File: src/rtl/seq_pattern_detector.sv
// Serial pattern detector with a run-time programmable PAT_W-bit pattern, optional
// non-overlapping mode and a saturating match counter. Define SEQDET_MASK_EN for per-bit compare masking.
module seq_pattern_detector #(
    parameter int                 PAT_W     = 3,
    parameter logic [PAT_W-1:0]   PAT_RESET = PAT_W'(3'b101),
    parameter int                 CNT_W     = 8
) (
    input  logic              clk,
    input  logic              aresetn,
    input  logic              x,
    input  logic              x_valid,
    input  logic [PAT_W-1:0]  pat_in,
    input  logic              pat_load,
    input  logic              overlap_en,
    input  logic              cnt_clr,
`ifdef SEQDET_MASK_EN
    input  logic [PAT_W-1:0]  pat_mask_in,
`endif
    output logic              z,
    output logic              z_q,
    output logic [CNT_W-1:0]  match_cnt,
    output logic              cnt_sat
);

    localparam int                FILL_W   = $clog2(PAT_W);
    localparam logic [FILL_W-1:0] FILL_MAX = FILL_W'(PAT_W - 1);

    logic [PAT_W-1:0]  pat_q,   pat_d;
    logic [PAT_W-2:0]  hist_q,  hist_d;
    logic [FILL_W-1:0] fill_q,  fill_d;
    logic              z_q_q,   z_q_d;
    logic [CNT_W-1:0]  cnt_q,   cnt_d;

    logic [PAT_W-1:0]  window;
    logic              pat_eq;
    logic              match;

    // The window is the held history with the current bit appended as the newest (LSB).
    assign window = {hist_q, x};

`ifdef SEQDET_MASK_EN
    logic [PAT_W-1:0] mask_q, mask_d;

    assign pat_eq = (((window ^ pat_q) & mask_q) == '0);

    always_comb begin
        mask_d = mask_q;
        if (pat_load) begin
            mask_d = pat_mask_in;
        end
    end

    always_ff @(posedge clk or negedge aresetn) begin
        if (!aresetn) begin
            mask_q <= '1;
        end else begin
            mask_q <= mask_d;
        end
    end
`else
    assign pat_eq = (window == pat_q);
`endif

    assign match = aresetn & x_valid & ~pat_load & (fill_q == FILL_MAX) & pat_eq;

    // A load flushes the history, so the new pattern must be seen in full from scratch.
    always_comb begin
        pat_d  = pat_q;
        hist_d = hist_q;
        fill_d = fill_q;
        if (pat_load) begin
            pat_d  = pat_in;
            hist_d = '0;
            fill_d = '0;
        end else if (x_valid) begin
            if (match && !overlap_en) begin
                hist_d = '0;
                fill_d = '0;
            end else begin
                hist_d = window[PAT_W-2:0];
                if (fill_q != FILL_MAX) begin
                    fill_d = fill_q + FILL_W'(1);
                end
            end
        end
    end

    always_comb begin
        z_q_d = match;
        cnt_d = cnt_q;
        if (cnt_clr) begin
            cnt_d = '0;
        end else if (match && (cnt_q != '1)) begin
            cnt_d = cnt_q + CNT_W'(1);
        end
    end

    always_ff @(posedge clk or negedge aresetn) begin
        if (!aresetn) begin
            pat_q  <= PAT_RESET;
            hist_q <= '0;
            fill_q <= '0;
            z_q_q  <= 1'b0;
            cnt_q  <= '0;
        end else begin
            pat_q  <= pat_d;
            hist_q <= hist_d;
            fill_q <= fill_d;
            z_q_q  <= z_q_d;
            cnt_q  <= cnt_d;
        end
    end

    assign z         = match;
    assign z_q       = z_q_q;
    assign match_cnt = cnt_q;
    assign cnt_sat   = (cnt_q == '1);

endmodule

File: config.mk
export PLATFORM = sky130hd
export DESIGN_NAME = seq_pattern_detector
export DESIGN_NICKNAME = d
export VERILOG_FILES = /design/src/rtl/seq_pattern_detector.sv
export SDC_FILE = /design/constraint.sdc
export NUM_CORES = 1
export LEC_CHECK = 0
export ABC_CLOCK_PERIOD_IN_PS = 5500
export CORE_UTILIZATION = 51
export DETAILED_ROUTE_END_ITERATION = 6
export PLACE_DENSITY = 0.87
export SYNTH_ARGS = -nofsm -noshare
export SYNTH_HDL_FRONTEND = slang
export SYNTH_SLANG_ARGS = --single-unit
File: constraint.sdc
create_clock -name clk -period 5.5 [get_ports clk]
set_clock_uncertainty 0.05 [all_clocks]
set_input_delay 1.1 -clock clk [delete_from_list [all_inputs] [get_ports clk]]
set_output_delay 1.1 -clock clk [all_outputs]
set_load 0.1 [all_outputs]
==> impl_metrics.csv <==
group,metric,value,unit
status,status,"finished clean",
setup_path,path_max_fanout,18,
timing,worst_pin_slew,0.9700,ns
pwr,switching_share,0.2313,
logic_synthesis,synth_nets,97,
die,die_height,42.85,microns
logic_synthesis,ys_warn_count,0,
pwr,p_comb_frac,0.112,
pwr,p_int,0.0001766,W
place,io_buffers,20,
clocking,clk_path_buf_depth,2,
timing,maxSlewHeadroom,0.3513,
clocking,root_buffer,"clkbuf_4",
clocking,clock_sinks,16,
logic_synthesis,synth_ff_type,"dfrtp_1",
layout,layout_common_cells,"19 x clkdlybuf4s50_1, 14 x dfrtp_1, 10 x a21oi_1",
clocking,cts_tree,"done",
place,place_inst,117,
setup_path,critPathArrivalTime,3.06,ns
die,start_util,0.5583,
timing,min_period_over_period,0.7651,
logic_synthesis,syn_avg_cell_area,10.01,sq um
place,placed_area,1047,sq um
layout,instances_no_fill,121,
global_route,grt_pass1_wl,3098,microns
timing,final-hold-violation-count,0,
die,ios,21,
die,dieArea,1836,sq um
global_route,grt_pass1_vias,721,
logic_synthesis,synthCells,85,
routing,vias,724,
global_route,gr-total-overflow,0,
layout,layout-drive-gt1-share,0.1143,
layout,antenna_cells,0,
setup_path,critPathKind,"input port to output pin",
global_route,grt_use_total,0.2269,
global_route,grt_max_degree,19,
die,die_w,42.85,microns
timing,period_needed,4.208,ns
pwr,p_switching,0.00005316,W
setup_path,crit_path_end_kind,"output pin",
pwr,p_clk_frac,0.339,
worst_hold_path,hold_path_class,"flip-flop to flip-flop",
clocking,cts_buffers,3,
timing,finalSetupTns,0,ns
clocking,path_clk_slew,0.09,ns
routing,drc,0,
routing,antenna_left,0,
die,core-area,1524,sq um
timing,rsz0062_at_grt,"no",
logic_synthesis,synth.distinct_cells,31,
routing,dr.pass1.iters,4,
pwr,power_density,212.1,nW/um^2
timing,setup_viol,0,
setup_path,r2r_setup_slack,3.03,ns
pwr,power_frac_seq,0.549,
layout,final_common_cell,"clkdlybuf4s50_1",
layout,fin_area,1084,sq um
setup_path,cp.required,4.35,ns
clocking,cts_hold_buf,0,
routing,first_iter_violations,16,
clocking,insertion_delay,0.28,ns
place,gp_congestion,0.7404,
timing,drv_slew,0,
setup_path,critPathLaunchType,"input port",
place,dp_hpwl,1230,microns
logic_synthesis,seq_area_frac_synth,0.4735,
logic_synthesis,netlist_area,850.8,sq um
clocking,postCtsSetupRepairBufs,0,
clocking,cts.repair.resized,0,
logic_synthesis,synth-async-reset-ratio,1.000,
die,fp-row-count,14,
pwr,irDropWorstVdd,0.0001679,V
run,timing.max_cap.violations,0,
routing,post_drt_wl_per_cell,14.40,microns
pwr,leakagePower,0.4414,nW
timing,max_freq,237.6,MHz
timing,whs,0.5085,ns
layout,syn_to_final_growth,27.35,%
routing,via_per_inst,5.983,
pwr,power,0.0002298,W
global_route,antenna_found_initial,0,
layout,fin_nets,118,
logic_synthesis,synth-seq-cells,16,
routing,finalWirelength,1742,microns
logic_synthesis,synth_edf_count,0,
clocking,cts_max_level,1,
-- path summary, 6_finish.rpt --
path | from | end | cells after the start
worst max-delay path | aresetn | z | 6
worst min-delay path | pat_q[1]$_DFFE_PN0P_ | pat_q[1]$_DFFE_PN0P_ | 1
worst max register to register | fill_q[0]$_DFFE_PN0P_ | match_cnt[5]$_DFFE_PN0P_ | 6
worst min register to register | pat_q[1]$_DFFE_PN0P_ | pat_q[1]$_DFFE_PN0P_ | 1
max in group asynchronous | aresetn | pat_q[0]$_DFFE_PN1P_ | 2
min in group asynchronous | aresetn | match_cnt[2]$_DFFE_PN0P_ | 2
-- kinds of logic after synthesis --
| kind of cell | count (synthesis) | synth area share |
|---|---|---|
| AOI/OAI and AO/OA | 21 | 0.1574 |
| xor gates and xnor gates | 3 | 0.03089 |
| adders and majority gates | 2 | 0.02941 |
| buffers and inverters | 10 | 0.05586 |
| DFF | 16 | 0.4735 |
| muxes | 4 | 0.05294 |
| and+or+nand+nor | 29 | 0.2000 |
-- power groups by stage --
stage	logic, W	clock network, W	registers [W]
6_report	0.0000256	0.0000780	0.000126
4_1_cts	0.0000258	0.0000788	0.000126
3_3_place_gp	0.0000248	0	0.000128
2_1_floorplan	0.0000141	0	0.000128
3_5_place_dp	0.0000256	0	0.000128
5_1_grt	0.0000292	0.0000814	0.000127
-- final cells by class --
class                   count  area [sq um]
multi-input cells          59         400.4
repair buffers             21         205.2
clock buffers               4         36.28
fillers                   122         440.4
well taps                  16         20.02
inverters                   5         18.77
flip-flops and latches     16         402.9
-- registers in the layout, indices dropped and copies added (netlist names) --
register and cells:
z_q 1, pat_q 3, fill_q 2, match_cnt 8, hist_q 2
-- critical path, stage by stage --
cell	delay [ns]
clkdlybuf4s50_1	0.48
buf_4	0.25
nand4b_1	0.12
or4_1	0.67
inv_2	0.14
buf_4	0.29
-- stage by stage --
| step | setup WS (ns) | util |
|---|---|---|
| 4_1_cts | 1.290 | 0.7110 |
| 3_5_place_dp | 1.332 | 0.6872 |
| 2_1_floorplan | 1.831 | - |
| 6_report | 1.292 | 0.7110 |
| 5_1_grt | 1.142 | 0.7110 |
| 3_3_place_gp | 1.366 | 0.6872 |
-- cell usage after synthesis, types with 3 or more instances --
master,count,area (sq um)
inv_1,4,15.01
a21oi_1,10,50.05
xor2_1,3,26.28
o31ai_1,3,22.52
or4_1,5,37.54
nor2_1,4,15.01
dfrtp_1,14,350.3
mux2_2,3,33.78
nand2_1,4,15.01
nand3_1,4,20.02
-- per-layer routing --
layer,wire (microns),share of wire,track usage,vias to the layer above
met4,15,0.0086,0.1125,0
met1,815,0.47,0.2889,346
met5,0,0,0,-
met3,50,0.029,0.02553,2
met2,861,0.49,0.3788,17
li1,-,-,-,359
No activity file was read; power rests on OpenSTA's default activity.
